===== src/rtl/of_pkg.sv =====
// Shared SimpleRISC decode constants and the OF/EX register layout.
// Latency: none (declarations and pure functions only).
// Backpressure: none.
package of_pkg;

  // Architectural register index width (16 registers).
  localparam int REG_IDX_W = 4;

  // SimpleRISC opcodes.
  typedef enum logic [4:0] {
    OP_ADD  = 5'd0,
    OP_SUB  = 5'd1,
    OP_MUL  = 5'd2,
    OP_DIV  = 5'd3,
    OP_MOD  = 5'd4,
    OP_CMP  = 5'd5,
    OP_AND  = 5'd6,
    OP_OR   = 5'd7,
    OP_NOT  = 5'd8,
    OP_MOV  = 5'd9,
    OP_LSL  = 5'd10,
    OP_LSR  = 5'd11,
    OP_ASR  = 5'd12,
    OP_NOP  = 5'd13,
    OP_LD   = 5'd14,
    OP_ST   = 5'd15,
    OP_BEQ  = 5'd16,
    OP_BGT  = 5'd17,
    OP_B    = 5'd18,
    OP_CALL = 5'd19,
    OP_RET  = 5'd20
  } opcode_e;

  // Immediate modifier encodings; 2'b11 is decoded like MOD_SEXT.
  localparam logic [1:0] MOD_SEXT = 2'b00;
  localparam logic [1:0] MOD_UNS  = 2'b01;
  localparam logic [1:0] MOD_HI   = 2'b10;

  // Return-address register used implicitly by RET.
  localparam logic [REG_IDX_W-1:0] REG_RA = 4'd15;

  // Encoding of "nop" injected on a squash.
  localparam logic [31:0] NOP_INSTR = 32'h6800_0000;

  // Instruction field positions.
  localparam int OPC_MSB = 31;
  localparam int OPC_LSB = 27;
  localparam int RD_MSB  = 25;
  localparam int RD_LSB  = 22;
  localparam int RS1_MSB = 21;
  localparam int RS1_LSB = 18;
  localparam int RS2_MSB = 17;
  localparam int RS2_LSB = 14;
  localparam int IMM_MSB = 17;
  localparam int OFF_MSB = 26;

  // OF/EX pipeline register contents.
  typedef struct packed {
    logic [31:0] pc;
    logic [31:0] instr;
    logic [31:0] branch_target;
    logic [31:0] immx;
    logic [31:0] op1;
    logic [31:0] op2;
    logic        valid;
  } ofex_t;

  // Bubble loaded on a squash: a real NOP encoding, everything else zero.
  localparam ofex_t OFEX_BUBBLE = '{
    pc:            32'h0,
    instr:         NOP_INSTR,
    branch_target: 32'h0,
    immx:          32'h0,
    op1:           32'h0,
    op2:           32'h0,
    valid:         1'b0
  };

  // Expand the 18-bit immediate field according to its modifier bits.
  function automatic logic [31:0] expand_imm(input logic [IMM_MSB:0] imm);
    logic [31:0] r;
    case (imm[17:16])
      MOD_UNS: r = {16'h0000, imm[15:0]};
      MOD_HI:  r = {imm[15:0], 16'h0000};
      default: r = {{16{imm[15]}}, imm[15:0]};
    endcase
    return r;
  endfunction

  // Sign-extend the 27-bit branch offset to a full word.
  function automatic logic [31:0] sext_offset(input logic [OFF_MSB:0] off);
    return {{(31 - OFF_MSB){off[OFF_MSB]}}, off};
  endfunction

endpackage


===== src/rtl/of_stage_register_file.sv =====
// 16x32 register file: two asynchronous read ports, one synchronous write port (OF_BYPASS_EN enables write-through).
// Latency: reads combinational; writes visible to reads after the next clk edge (same cycle with OF_BYPASS_EN).
// Backpressure: none; the write port is always accepted.
module register_file #(
  parameter  int XLEN  = 32,
  parameter  int NREGS = 16,
  localparam int AW    = $clog2(NREGS)
) (
  input  logic            clk,
  input  logic            rst,
  input  logic [AW-1:0]   ra_addr,
  output logic [XLEN-1:0] ra_data,
  input  logic [AW-1:0]   rb_addr,
  output logic [XLEN-1:0] rb_data,
  input  logic            wr_en,
  input  logic [AW-1:0]   wr_addr,
  input  logic [XLEN-1:0] wr_data
);

  logic [XLEN-1:0] regs [NREGS];

  // Storage: async clear of every register, otherwise write on the clock edge.
  always_ff @(posedge clk or posedge rst) begin
    if (rst) begin
      for (int i = 0; i < NREGS; i++) begin
        regs[i] <= '0;
      end
    end else if (wr_en) begin
      regs[wr_addr] <= wr_data;
    end
  end

  // Read ports: stored value, or the in-flight write data when forwarding is built in.
  always_comb begin
    ra_data = regs[ra_addr];
    rb_data = regs[rb_addr];
`ifdef OF_BYPASS_EN
    if (wr_en && (wr_addr == ra_addr)) ra_data = wr_data;
    if (wr_en && (wr_addr == rb_addr)) rb_data = wr_data;
`endif
  end

endmodule


===== src/rtl/of_stage.sv =====
// Operand fetch: decode, register read, immediate/branch-target build into OF/EX (OF_BYPASS_EN: WB forwarding).
// Latency: 1 cycle from pc_in/instruction_in to the OF/EX outputs.
// Backpressure: stall holds OF/EX; flush loads a NOP bubble and wins over stall.
module of_stage
  import of_pkg::*;
#(
  parameter int XLEN  = 32,
  parameter int NREGS = 16
) (
  input  logic                     clk,
  input  logic                     rst,
  input  logic                     stall,
  input  logic                     flush,
  input  logic [XLEN-1:0]          pc_in,
  input  logic [XLEN-1:0]          instruction_in,
  input  logic                     wb_en,
  input  logic [$clog2(NREGS)-1:0] wb_addr,
  input  logic [XLEN-1:0]          wb_data,
  output logic [XLEN-1:0]          pc_out,
  output logic [XLEN-1:0]          instruction_out,
  output logic [XLEN-1:0]          branch_target_out,
  output logic [XLEN-1:0]          immx_out,
  output logic [XLEN-1:0]          op1_out,
  output logic [XLEN-1:0]          op2_out,
  output logic                     valid_out
);

  logic [OPC_MSB-OPC_LSB:0] opcode;
  logic [REG_IDX_W-1:0]     rd;
  logic [REG_IDX_W-1:0]     rs1;
  logic [REG_IDX_W-1:0]     rs2;
  logic [REG_IDX_W-1:0]     a_addr;
  logic [REG_IDX_W-1:0]     b_addr;
  logic [XLEN-1:0]          a_data;
  logic [XLEN-1:0]          b_data;
  ofex_t                    ofex_d;
  ofex_t                    ofex_q;

  assign opcode = instruction_in[OPC_MSB:OPC_LSB];
  assign rd     = instruction_in[RD_MSB:RD_LSB];
  assign rs1    = instruction_in[RS1_MSB:RS1_LSB];
  assign rs2    = instruction_in[RS2_MSB:RS2_LSB];

  // Port A reads the return address for RET; port B reads the store data register for ST.
  always_comb begin
    a_addr = rs1;
    b_addr = rs2;
    if (opcode == OP_RET) a_addr = REG_RA;
    if (opcode == OP_ST)  b_addr = rd;
  end

  register_file #(
    .XLEN  (XLEN),
    .NREGS (NREGS)
  ) u_rf (
    .clk     (clk),
    .rst     (rst),
    .ra_addr (a_addr),
    .ra_data (a_data),
    .rb_addr (b_addr),
    .rb_data (b_data),
    .wr_en   (wb_en),
    .wr_addr (wb_addr),
    .wr_data (wb_data)
  );

  // Assemble the next OF/EX contents; branch target wraps modulo 2^32.
  always_comb begin
    ofex_d               = '0;
    ofex_d.pc            = pc_in;
    ofex_d.instr         = instruction_in;
    ofex_d.branch_target = pc_in + sext_offset(instruction_in[OFF_MSB:0]);
    ofex_d.immx          = expand_imm(instruction_in[IMM_MSB:0]);
    ofex_d.op1           = a_data;
    ofex_d.op2           = b_data;
    ofex_d.valid         = 1'b1;
  end

  // OF/EX register: reset clears to zero, flush inserts a bubble, stall holds.
  always_ff @(posedge clk or posedge rst) begin
    if (rst) begin
      ofex_q <= '0;
    end else if (flush) begin
      ofex_q <= OFEX_BUBBLE;
    end else if (!stall) begin
      ofex_q <= ofex_d;
    end
  end

  assign pc_out            = ofex_q.pc;
  assign instruction_out   = ofex_q.instr;
  assign branch_target_out = ofex_q.branch_target;
  assign immx_out          = ofex_q.immx;
  assign op1_out           = ofex_q.op1;
  assign op2_out           = ofex_q.op2;
  assign valid_out         = ofex_q.valid;

endmodule


===== config.mk =====
export PLATFORM = sky130hd
export DESIGN_NAME = of_stage
export DESIGN_NICKNAME = d
export VERILOG_FILES = /design/src/rtl/of_pkg.sv /design/src/rtl/of_stage_register_file.sv /design/src/rtl/of_stage.sv
export SDC_FILE = /design/constraint.sdc
export NUM_CORES = 2
export LEC_CHECK = 0
export CAP_MARGIN = 30
export CORE_MARGIN = 3
export CORE_UTILIZATION = 40
export CTS_BUF_LIST = sky130_fd_sc_hd__clkbuf_4 sky130_fd_sc_hd__clkbuf_8
export DETAILED_ROUTE_END_ITERATION = 12
export SKIP_LAST_GASP = 1
export SYNTH_ARGS = -nofsm -noshare
export SYNTH_HDL_FRONTEND = slang
export SYNTH_HIERARCHICAL = 1
export SYNTH_SLANG_ARGS = --single-unit

===== constraint.sdc =====
create_clock -name clk -period 21.8 [get_ports clk]
set_clock_uncertainty 0.2 [all_clocks]
set_input_delay 4.36 -clock clk [delete_from_list [all_inputs] [get_ports clk]]
set_output_delay 4.36 -clock clk [all_outputs]
set_load 0.01 [all_outputs]

==> impl_metrics.env <==
export IMPL_clk_pin_slew_ns=0.06
export IMPL_num_vias=24462
export IMPL_postCtsHoldBufs=0
export IMPL_hold_class="reg -> reg"
export IMPL_finalSetupViolCount=0
export IMPL_die_h_um=307
export IMPL_layout_min_cycle_time_ns=8.48
export IMPL_synth_common_cells="dfrtp_1 (705), mux2_2 (467), mux4_2 (256)"
export IMPL_finalCritPeriodShare=0.389
export IMPL_fp_dieW_um=307
export IMPL_utilization=0.485
export IMPL_cts_tree="yes"
export IMPL_fin_setup_tns_ns=0
export IMPL_io_pins=298
export IMPL_cts_resized=0
export IMPL_max_slew_margin=0.316
export IMPL_cp_max_fo=32
export IMPL_grt_pass1_vias=25957
export IMPL_status="finished clean"
export IMPL_grt_max_degree=176
export IMPL_drt_iter0_drc=1821
export IMPL_dpl_hpwl_um=64700
export IMPL_firstDrtPassIters=5
export IMPL_synthMuxAreaShare=0.359
export IMPL_dieArea_um2=94100
export IMPL_criticalPathCategory="in -> reg"
export IMPL_synth_edff_count=0
export IMPL_synth_async_reset_ratio=1.00
export IMPL_place_gp_congestion=0.881
export IMPL_grt_ovfl_total=0
export IMPL_clk_latency_ns=0.77
export IMPL_synth_top_area_share=0.487
export IMPL_mappedNetlistArea_um2=36200
export IMPL_synthFlopType="dfrtp_1"
export IMPL_coreArea_um2=89100
export IMPL_yosysMostFrequentCell="dfrtp_1"
export IMPL_yosysWarnings=6
export IMPL_rsz0062_at_grt="false"
export IMPL_fmax_ghz=0.118
export IMPL_clockBufferDepth=3
export IMPL_dp_cells=3886
export IMPL_crit_arrival_ns=8.89
export IMPL_synth_avg_cell_area_um2=13.9
export IMPL_wl_per_cell_um=27.0
export IMPL_holdPathStages=2
export IMPL_start_util=0.406
export IMPL_drc_errors=0
export IMPL_slew_viol_final=0
export IMPL_antenna_found_initial=8
export IMPL_peakVddDrop_mv=0.0507
export IMPL_drive_gt1_frac=0.365
export IMPL_synth_compound_area_frac=0.0624
export IMPL_synth_xor_area_frac=0.00508
export IMPL_clkSinkCount=705
export IMPL_routed_via_density=5.93
export IMPL_routed_wl_um=111000
export IMPL_ctsHtreeMaxLevel=3
export IMPL_tightest_slew_ns=1.03
export IMPL_synthTopCellsByArea="dfrtp_1 (49%), mux4_2 (16%), mux2_2 (15%)"
export IMPL_ys_seq_area_frac=0.487
export IMPL_yosysTopAreaCell="dfrtp_1"
export IMPL_num_rows=109
export IMPL_synth_top_family_by_area="multiplexers"
export IMPL_synth_seq_cells=705
export IMPL_yosys_area_share_simple=0.0455
export IMPL_postRouteAntennaNets=0
export IMPL_numCtsBuffers=120
export IMPL_required_ns=22.21
export IMPL_final_cells=4122
export IMPL_start_kind="primary input"
export IMPL_cap_violations=0
export IMPL_cts_root_buf="clkbuf_8"
export IMPL_hold_viol=0
export IMPL_crit_path_end_kind="register"
export IMPL_p_per_area_nw_per_um2=91.8
export IMPL_synthAdderAreaFrac=0.0120
export IMPL_area_growth_pct=19.3
export IMPL_r2r_cells=5
export IMPL_grt_use_total=0.237
export IMPL_p_leak_uw=0.0186
export IMPL_netlist_instances=2604
export IMPL_yosysUniqueCellTypes=74
export IMPL_port_buffers=297
export IMPL_holdWs_ns=0.281
export IMPL_post_cts_setup_buffers=0
export IMPL_synth_nets=2743
export IMPL_nets=2986
export IMPL_grt_pass1_wl_um=169000
-- registers in the layout (all words and copies together) (netlist names) --
signal,flops
branch_target_out,32
instruction_out,32
u_rf/regs,512
pc_out,32
immx_out,32
op2_out,32
op1_out,32
valid_out,1
-- per-layer routing --
metal | part of all wire | up-vias | track usage | wire length (um)
li1 | - | 10309 | - | -
met1 | 0.43 | 13051 | 0.325 | 48300
met2 | 0.47 | 863 | 0.377 | 52400
met3 | 0.065 | 233 | 0.0491 | 7300
met4 | 0.031 | 6 | 0.0791 | 3480
met5 | 0.00042 | - | 0 | 47
-- layout by cell type (no fill, tap or decap), types with 10 or more instances in the layout --
master	instances
xnor2_1	11
clkdlybuf4s50_1	295
clkbuf_4	28
dfrtp_1	705
buf_4	42
nor2_1	173
inv_1	18
nand3_1	11
a21o_1	16
a22oi_1	128
a22o_1	15
ha_1	33
a21oi_1	56
nand2_1	117
mux2_1	17
o21ai_0	43
mux2i_1	133
xor2_1	10
mux4_2	256
mux2_2	465
mux2_4	30
clkbuf_8	170
clkinv_2	18
-- logic make-up (layout without fill, tap and decap cells) --
group                    after synthesis  after routing
AO/OA/AOI/OAI                        315            315
buffers and inverters                245            592
XOR/XNOR                              21             21
multiplexers                         903            903
other                                  0              6
flip-flops                           705            705
adder cells (fa/ha/maj)               34             34
AND/OR/NAND/NOR                      381            381
-- worst max-delay path: stages --
cell             delay, ns
clkdlybuf4s50_1       0.59
nor4b_1               0.73
nand2_1               0.35
nand2b_4              0.48
buf_4                 0.56
buf_4                 0.42
buf_16                0.30
mux4_2                0.55
a22oi_1               0.21
nand2_1               0.09
mux2i_1               0.12
nor2_1                0.05
-- cell type report --
cell class	instances	area, um^2
antenna	6	15.0
multi-input combinational	1654	17700
clock inverter	28	258
fill	7730	45900
tap	1165	1460
inverter	20	90.1
clock buffer	198	2550
timing repair buffer	346	3480
sequential	705	17600
-- path summary, 6_finish.rpt --
check	startpoint	slack, ns	to
setup reg to reg	u_rf/regs[415]	19.90	op2_out[31]
setup / recovery	instruction_in[28]	13.32	op1_out[14]
hold / removal	immx_out[24]	0.28	immx_out[24]
min in group asynchronous	rst	4.01	u_rf/regs[165]
max in group asynchronous	rst	14.26	u_rf/regs[431]
hold reg to reg	immx_out[24]	0.28	immx_out[24]
-- stage by stage --
stage	total power (uW)	worst slack [ns]	instance area (um^2)
after global routing	4160	12.86	43200
after CTS	4000	13.01	43100
after floorplan	2340	2.94	36200
after global placement	2590	12.15	40200
final	3960	13.32	43200
after detailed placement	2640	12.14	40300
-- where the power goes --
group | switching [uW] | leakage [uW] | total (uW) | internal [uW]
registers | 185 | 0.00885 | 1750 | 1560
logic | 353 | 0.00828 | 872 | 519
clock network | 568 | 0.00150 | 1350 | 777
total | 1110 | 0.0186 | 3960 | 2860
No activity file was read; power rests on OpenSTA's default activity.
